--- config.mk ---
export PLATFORM = sky130hd
export DESIGN_NAME = mux4_rr_sched_flat
export DESIGN_NICKNAME = d
export VERILOG_FILES = /design/src/rtl/mux4_rr_sched_if.sv /design/src/rtl/mux4_rr_sched.sv /design/src/flat_wrapper.sv
export SDC_FILE = /design/constraint.sdc
export NUM_CORES = 1
export LEC_CHECK = 0
export ABC_AREA = 1
export BUFFER_PORTS_ARGS = -buffer_cell sky130_fd_sc_hd__buf_2
export CORE_MARGIN = 10
export CORE_UTILIZATION = 44
export CTS_CLUSTER_DIAMETER = 150
export CTS_CLUSTER_SIZE = 25
export DETAILED_ROUTE_END_ITERATION = 12
export GPL_TIMING_DRIVEN = 0
export PLACE_DENSITY = 0.77
export SYNTH_ARGS = -nofsm -noshare
export SYNTH_HDL_FRONTEND = slang
export SYNTH_SLANG_ARGS = --single-unit
--- constraint.sdc ---
create_clock -name clk -period 1.95 [get_ports clk]
set_clock_uncertainty 0.15 [all_clocks]
set_input_delay 0.39 -clock clk [delete_from_list [all_inputs] [get_ports clk]]
set_output_delay 0.39 -clock clk [all_outputs]
set_load 0.01 [all_outputs]
--- src/rtl/mux4_rr_sched_if.sv ---
// Bundle of the request/data inputs and the valid/ready output register
// signals that sit between four producers and one downstream consumer.
interface mux4_rr_sched_if #(
  parameter int WIDTH = 4
);
  logic [3:0]       req;
  logic [WIDTH-1:0] d0;
  logic [WIDTH-1:0] d1;
  logic [WIDTH-1:0] d2;
  logic [WIDTH-1:0] d3;
  logic [3:0]       gnt;
  logic [1:0]       s;
  logic [WIDTH-1:0] y;
  logic             y_valid;
  logic             y_ready;

  modport slave (
    input  req, d0, d1, d2, d3, y_ready,
    output gnt, s, y, y_valid
  );

  modport master (
    output req, d0, d1, d2, d3, y_ready,
    input  gnt, s, y, y_valid
  );
endinterface

--- src/rtl/mux4_rr_sched.sv ---
// Round-robin scheduler for four sources feeding a single valid/ready
// output register; drives the registered mux select s.
module mux4_rr_sched #(
  parameter int WIDTH = 4
) (
  input  logic                clk,
  input  logic                reset,
  mux4_rr_sched_if.slave      bus,
  output logic [1:0]          o_dbg_ptr,
  output logic                o_dbg_full
);
  // Handshake: y is transferred at any rising edge where y_valid=1 and
  // y_ready=1; while y_valid=1 and y_ready=0, y, s and ptr stay frozen.
  typedef enum logic {ST_EMPTY = 1'b0, ST_FULL = 1'b1} state_e;

  state_e           r_state;
  logic [1:0]       r_ptr;
  logic [1:0]       r_s;
  logic [3:0]       r_gnt;
  logic [WIDTH-1:0] r_y;

  logic [1:0]       w_win;
  logic [1:0]       w_cand;
  logic             w_any;
  logic             w_load;
  logic [WIDTH-1:0] w_data;

  // Scan ptr+4 down to ptr+1 so the nearest requester after ptr wins last.
  always_comb begin
    w_win  = r_ptr;
    w_cand = r_ptr;
    for (int k = 4; k >= 1; k--) begin
      w_cand = r_ptr + 2'(k);
      if (bus.req[w_cand]) w_win = w_cand;
    end
  end

  always_comb begin
    w_data = bus.d0;
    case (w_win)
      2'd0:    w_data = bus.d0;
      2'd1:    w_data = bus.d1;
      2'd2:    w_data = bus.d2;
      default: w_data = bus.d3;
    endcase
  end

  assign w_any  = |bus.req;
  assign w_load = w_any && ((r_state == ST_EMPTY) || bus.y_ready);

  always_ff @(posedge clk) begin
    if (reset) begin
      r_state <= ST_EMPTY;
      r_ptr   <= 2'd3;
      r_s     <= 2'd0;
      r_gnt   <= 4'd0;
      r_y     <= '0;
    end else begin
      r_gnt <= 4'd0;
      if (w_load) begin
        r_y     <= w_data;
        r_s     <= w_win;
        r_ptr   <= w_win;
        r_gnt   <= 4'b0001 << w_win;
      end
      case (r_state)
        ST_EMPTY: if (w_load) r_state <= ST_FULL;
        ST_FULL:  if (!w_load && bus.y_ready) r_state <= ST_EMPTY;
        default:  r_state <= ST_EMPTY;
      endcase
    end
  end

  assign bus.y       = r_y;
  assign bus.y_valid = (r_state == ST_FULL);
  assign bus.s       = r_s;
  assign bus.gnt     = r_gnt;
  assign o_dbg_ptr   = r_ptr;
  assign o_dbg_full  = (r_state == ST_FULL);
endmodule

--- src/flat_wrapper.sv ---
// flat-port wrapper written by rule: the top's interface ports become plain ports
module mux4_rr_sched_flat 
#(
  parameter int WIDTH = 4
)
  (clk, reset, o_dbg_ptr, o_dbg_full, bus_req, bus_d0, bus_d1, bus_d2, bus_d3, bus_y_ready, bus_gnt, bus_s, bus_y, bus_y_valid);
  mux4_rr_sched_if #(.WIDTH(WIDTH)) bus_i ();
  input  logic clk;
  input  logic reset;
  output logic [1:0] o_dbg_ptr;
  output logic o_dbg_full;
  input wire logic [$bits(bus_i.req)-1:0] bus_req;
  input wire logic [$bits(bus_i.d0)-1:0] bus_d0;
  input wire logic [$bits(bus_i.d1)-1:0] bus_d1;
  input wire logic [$bits(bus_i.d2)-1:0] bus_d2;
  input wire logic [$bits(bus_i.d3)-1:0] bus_d3;
  input wire logic [$bits(bus_i.y_ready)-1:0] bus_y_ready;
  output wire logic [$bits(bus_i.gnt)-1:0] bus_gnt;
  output wire logic [$bits(bus_i.s)-1:0] bus_s;
  output wire logic [$bits(bus_i.y)-1:0] bus_y;
  output wire logic [$bits(bus_i.y_valid)-1:0] bus_y_valid;
  assign bus_i.req = bus_req;
  assign bus_i.d0 = bus_d0;
  assign bus_i.d1 = bus_d1;
  assign bus_i.d2 = bus_d2;
  assign bus_i.d3 = bus_d3;
  assign bus_i.y_ready = bus_y_ready;
  assign bus_gnt = bus_i.gnt;
  assign bus_s = bus_i.s;
  assign bus_y = bus_i.y;
  assign bus_y_valid = bus_i.y_valid;
  mux4_rr_sched #(.WIDTH(WIDTH)) u_core (.clk(clk), .reset(reset), .bus(bus_i), .o_dbg_ptr(o_dbg_ptr), .o_dbg_full(o_dbg_full));
endmodule
* Word level (Yosys, flattened, before mapping)
Index checks and enable logic that the tools add are counted.
** Word-level totals
- Output and inout port bits :: 14
- Input port bits :: 23
- Flip-flop bits (word level) :: 13
- Logic and storage cells :: 36
** Cells by class
- Shifts and indexed selects :: 1
- Reductions and logical operators :: 7
- Equality and inequality tests :: 2
- Add/sub/neg operators :: 3
- $lt $le $gt $ge :: 3
- Mux-type cells :: 13
- Bitwise operators :: 2
** Operator list (number)
- 4-bit case mux with 3 select lines :: 1
- 2-bit by 3-bit less-than comparator with 1-bit output, second input constant :: 3
- 1-bit binary-select mux with 2-bit select :: 3
- 2-bit two-way mux :: 3
- 1-bit two-way mux :: 5
- 2-bit adder, second input constant :: 2
- 4-bit OR reduction :: 1
- 1-bit by 2-bit << shifter with 4-bit output, first input constant :: 1
- 2-bit by 1-bit adder with 2-bit output, second input constant :: 1
- 2-bit by 1-bit == test with 1-bit output, second input constant :: 1
- 2-bit == test, second input constant :: 1
- 1-bit logical AND :: 2
- 2-bit zero test :: 1
- 1-bit inverter :: 2
- 1-bit case mux with 2 select lines :: 1
- 2-bit OR reduction :: 1
- 1-bit zero test :: 1
- 1-bit logical OR :: 1

* Longest topological paths before layout
- Word-level depth :: 8
- Depth in mapped cells :: 15
- Gate-level depth less buffers :: 14

* Worst setup path after synthesis
No wires, ideal clock.
- Path type :: reg2reg
- From :: register u_core.r_ptr[0], in the netlist u_core.o_dbg_ptr[0]
- To :: register u_core.r_y[1], in the netlist u_core.bus.y[1]
- Path slack :: 0.295 ns
- Period minus slack after synthesis :: 1.655 ns
- Path buffers :: 2
- Setup time :: 0.070 ns
- Stages on the path, launching flop included :: 15
- Arrival time :: 1.436 ns
- Data required time :: 1.730 ns
- Cells stage by stage :: dfxtp_1 buf_6 inv_6 nand2_1 nand2_1 nand2_2 nand2_1 inv_2 nand3_1 nand2_2 buf_6 nand3_1 nand3_1 nand2_1 a21oi_1
** Between the ends
- Longest elaborated chain between the ends :: 8
- Elaborated cells between the ends (all ways) :: 16
- Classes of those cells :: 3 x add/sub; 2 x eq/ne; 10 x mux; 1 x reduce/logical
** RTL lines
- start, declared :: RTL line mux4_rr_sched.sv:17 : logic [1:0] r_ptr;
- start signal, assigned :: RTL line mux4_rr_sched.sv:63 : r_ptr <= w_win;
- 2-bit adder :: RTL line mux4_rr_sched.sv:33 : w_cand = r_ptr + 2'(k);
- 1-bit binary-select mux with 2-bit select :: RTL line mux4_rr_sched.sv:34 : if (bus.req[w_cand]) w_win = w_cand;
- 1-bit two-way mux (not written as such) :: RTL line mux4_rr_sched.sv:34
- 2-bit two-way mux (2 in series) :: RTL line mux4_rr_sched.sv:34
- 2-bit two-way mux * :: RTL line mux4_rr_sched.sv:34
- 2-bit == test, or another cell as far along :: RTL line mux4_rr_sched.sv:40 : case (w_win)
- 4-bit case mux with 3 select lines * :: RTL line mux4_rr_sched.sv:40
- end signal, assigned :: RTL line mux4_rr_sched.sv:61 : r_y <= w_data;
- end, declared :: RTL line mux4_rr_sched.sv:20 : logic [WIDTH-1:0] r_y;
Every way passes the cells marked *; elsewhere a longest branch is shown, timed or not. The select of a mux whose other input is x is not followed.
A chain may end at the register's enable or synchronous reset.

* Worst setup path after layout
- From :: register u_core.r_ptr[0], in the netlist u_core.o_dbg_ptr[0]
- To :: register u_core.r_y[3], in the netlist u_core.bus.y[3]
Same word-level chain as after synthesis.

==> impl_metrics.tcl <==
set metrics [dict create \
    status "finished, final reports clean" \
    place_hpwl_um 1728 \
    ys_types 18 \
    first_global_vias 838 \
    grt_max_degree 11 \
    cellLeakagePower_nw 0.6011 \
    period_needed_ns 1.806 \
    drv_cap 0 \
    coreArea_sq_mm 0.001689 \
    clk_path_buf_depth 2 \
    num_rows 15 \
    max-slew-margin-rel 0.7694 \
    io_pins 37 \
    first_iter_violations 16 \
    track_usage 0.1179 \
    p_switching_uw 755.9 \
    setup_viol 0 \
    antenna_left 0 \
    synth.yosys.seq_area_share 0.3393 \
    path_buf_inv 3 \
    fin_crit_sh 0.9259 \
    routed_wl_um 2144 \
    fmax_mhz 553.8 \
    final_max_slew_viol_count 0 \
    chipHeight_um 61.75 \
    met1_usage 0.1368 \
    gp_congestion 0.7944 \
    power_density_mw_per_mm2 1502 \
    crit_family "simple AND/OR/NAND/NOR gates" \
    drc 0 \
    cp_slowest_cell "dfxtp_2" \
    ys_ff_latch 13 \
    mostFrequentLayoutCells "36 x nand2_1, 36 x buf_2, 15 x inv_1, 15 x nand3_1, 12 x dfxtp_1" \
    antenna_cells 0 \
    grt.met2_usage 0.1962 \
    syn_inst 124 \
    pwr-share-comb 0.648 \
    hold_viol 0 \
    fin_nets 190 \
    drive_above_1_share 0.3976 \
    cts_buffers 3 \
    syn_area_per_cell_sq_um 6.185 \
    synth_warnings 0 \
    cp_slowest_stage_delay_ns 0.34 \
    antenna_found_initial 0 \
    wl_per_cell_um 11.72 \
    htree_levels 1 \
    vias_per_cell 4.978 \
    initial_core_util 0.4541 \
    internal-power_uw 848.8 \
    grt_first_pass_wirelength_um 3512 \
    busiest_layer "met2" \
    cts_sinks 13 \
    critPathRequiredTime_ns 2.01 \
    syn2layout_area_growth_pct 39.31 \
    die-area_sq_mm 0.003813 \
    finalPower_mw 1.605 \
    clk_pin_slew_ns 0.08 \
    fill_cells 153 \
    hold_buffers 0 \
    p_clk_frac 0.102 \
    swShare 0.4711 \
    clk_latency_ns 0.27 \
    cts_tree "yes" \
    met3_usage 0.04268 \
    cts-root-buf "clkbuf_4" \
    cp.arrival_ns 1.87 \
    path_class "flip-flop to flip-flop" \
    die_x_um 61.75 \
    io_buffers 36 \
    syn_nets 147 \
    worstMarginPinSlew_ns 0.3447 \
    via_count 911 \
    hold_slack_ns 0.2204 \
    cp_cell_sequence "buf_8 > inv_8 > nand2_1 > nand2_2 > nand2_2 > nand2_1 > nand2_2 > nand2_2 > nand2_2 > nand2_4 > buf_6 > nand3_1 > nand3_1 > nand2_1 > a21oi_2" \
    hp-class "input port to flip-flop" \
    drt-pass1-iter-count 4 \
    crit_path_start_kind "flip-flop" \
    crit_top_cell "nand2_2" \
    cp-end-kind "flip-flop" \
    ir_drop_uv 710.3 \
    gr-total-overflow 0 \
    final_area_sq_mm 0.001069 \
    place_area_sq_um 968.4 \
    power.share.sequential 0.250 \
    crit_fanout 9 \
    synth_area_sq_um 767.0 \
]
power by group through the flow:
stage	Combinational (mW)	Sequential [mW]	Clock [mW]
6_report	1.04	0.401	0.164
3_5_place_dp	0.869	0.405	0
5_1_grt	1.17	0.415	0.185
2_1_floorplan	0.588	0.449	0
4_1_cts	0.873	0.399	0.172
3_3_place_gp	0.856	0.400	0
sequential cells by signal, indices dropped and copies added (netlist names):
signal and flops:
u_core.bus.s 2, u_core.o_dbg_ptr 2, u_core.bus.y_valid 1, u_core.bus.gnt 4
u_core.bus.y 4
final timing paths:
kind / depth (start not counted) / slack [ns] / to / start
worst min register to register: 2 / 0.32 / u_core.bus.s[1]$_SDFFE_PP0P_ / u_core.bus.s[1]$_SDFFE_PP0P_
worst min-delay path: 2 / 0.22 / u_core.bus.y[2]$_SDFFE_PP0P_ / reset
worst max register to register: 15 / 0.14 / u_core.bus.y[3]$_SDFFE_PP0P_ / u_core.o_dbg_ptr[0]$_SDFFE_PP1P_
worst max-delay path: 15 / 0.14 / u_core.bus.y[3]$_SDFFE_PP0P_ / u_core.o_dbg_ptr[0]$_SDFFE_PP1P_
area by class of cell:
| cell class | count | area [sq um] | area share |
|---|---|---|---|
| Multi-Input combinational cell | 87 | 435.4 | 0.4075 |
| Sequential cell | 13 | 261.5 | 0.2447 |
| Clock buffer | 4 | 26.28 | 0.02459 |
| Buffer | 3 | 33.78 | 0.03162 |
| Tap cell | 17 | 21.27 | 0.01991 |
| Timing Repair Buffer | 38 | 198.9 | 0.1862 |
| Inverter | 21 | 91.34 | 0.08548 |
per-stage QoR:
step,std cells,setup WS [ns],utilization,TNS [ns]
final,183,0.1444,0.6326,0
after global routing,183,-0.01263,0.6326,-0.01263
after CTS,181,0.09002,0.5889,0
after detailed placement,177,0.1096,0.5733,0
after global placement,177,0.1610,0.5733,0
after floorplan,124,0.2946,-,0
synthesized netlist by cell type:
| cell | number | area (sq um) |
|---|---|---|
| nor3_1 | 4 | 20.02 |
| o21ai_0 | 1 | 5.000 |
| inv_1 | 15 | 56.30 |
| nor2_1 | 3 | 11.26 |
| o21ai_2 | 1 | 8.760 |
| inv_6 | 1 | 8.760 |
| o21ai_1 | 2 | 10.01 |
| nand3_1 | 16 | 80.08 |
| inv_2 | 4 | 15.01 |
| buf_6 | 2 | 22.52 |
| nand2_1 | 43 | 161.4 |
| nand2_2 | 4 | 25.02 |
| nor4_1 | 1 | 6.260 |
| o211ai_1 | 2 | 15.01 |
| dfxtp_1 | 13 | 260.3 |
| a21oi_1 | 10 | 50.05 |
| clkinv_1 | 1 | 3.750 |
| buf_4 | 1 | 7.510 |
kinds of logic (layout without fill, tap and decap cells):
| group | Yosys count | count (layout) | share of synthesized area |
|---|---|---|---|
| compound gates | 16 | 16 | 0.1158 |
| buf+inv | 24 | 66 | 0.1484 |
| flops | 13 | 13 | 0.3393 |
| simple gates | 71 | 71 | 0.3964 |
per-layer routing:
| metal | wire, um | part of all wire | up-vias |
|---|---|---|---|
| met5 | 0 | 0 | - |
| li1 | - | - | 478 |
| met3 | 171 | 0.080 | 2 |
| met1 | 872 | 0.41 | 407 |
| met2 | 1086 | 0.51 | 24 |
| met4 | 13 | 0.0061 | 0 |
repair_timing:
action                     CTS  global route
resized for setup            0            20
setup endpoints to repair    0             4
buffers inserted             0             1
(Power assumes the default switching activity.)
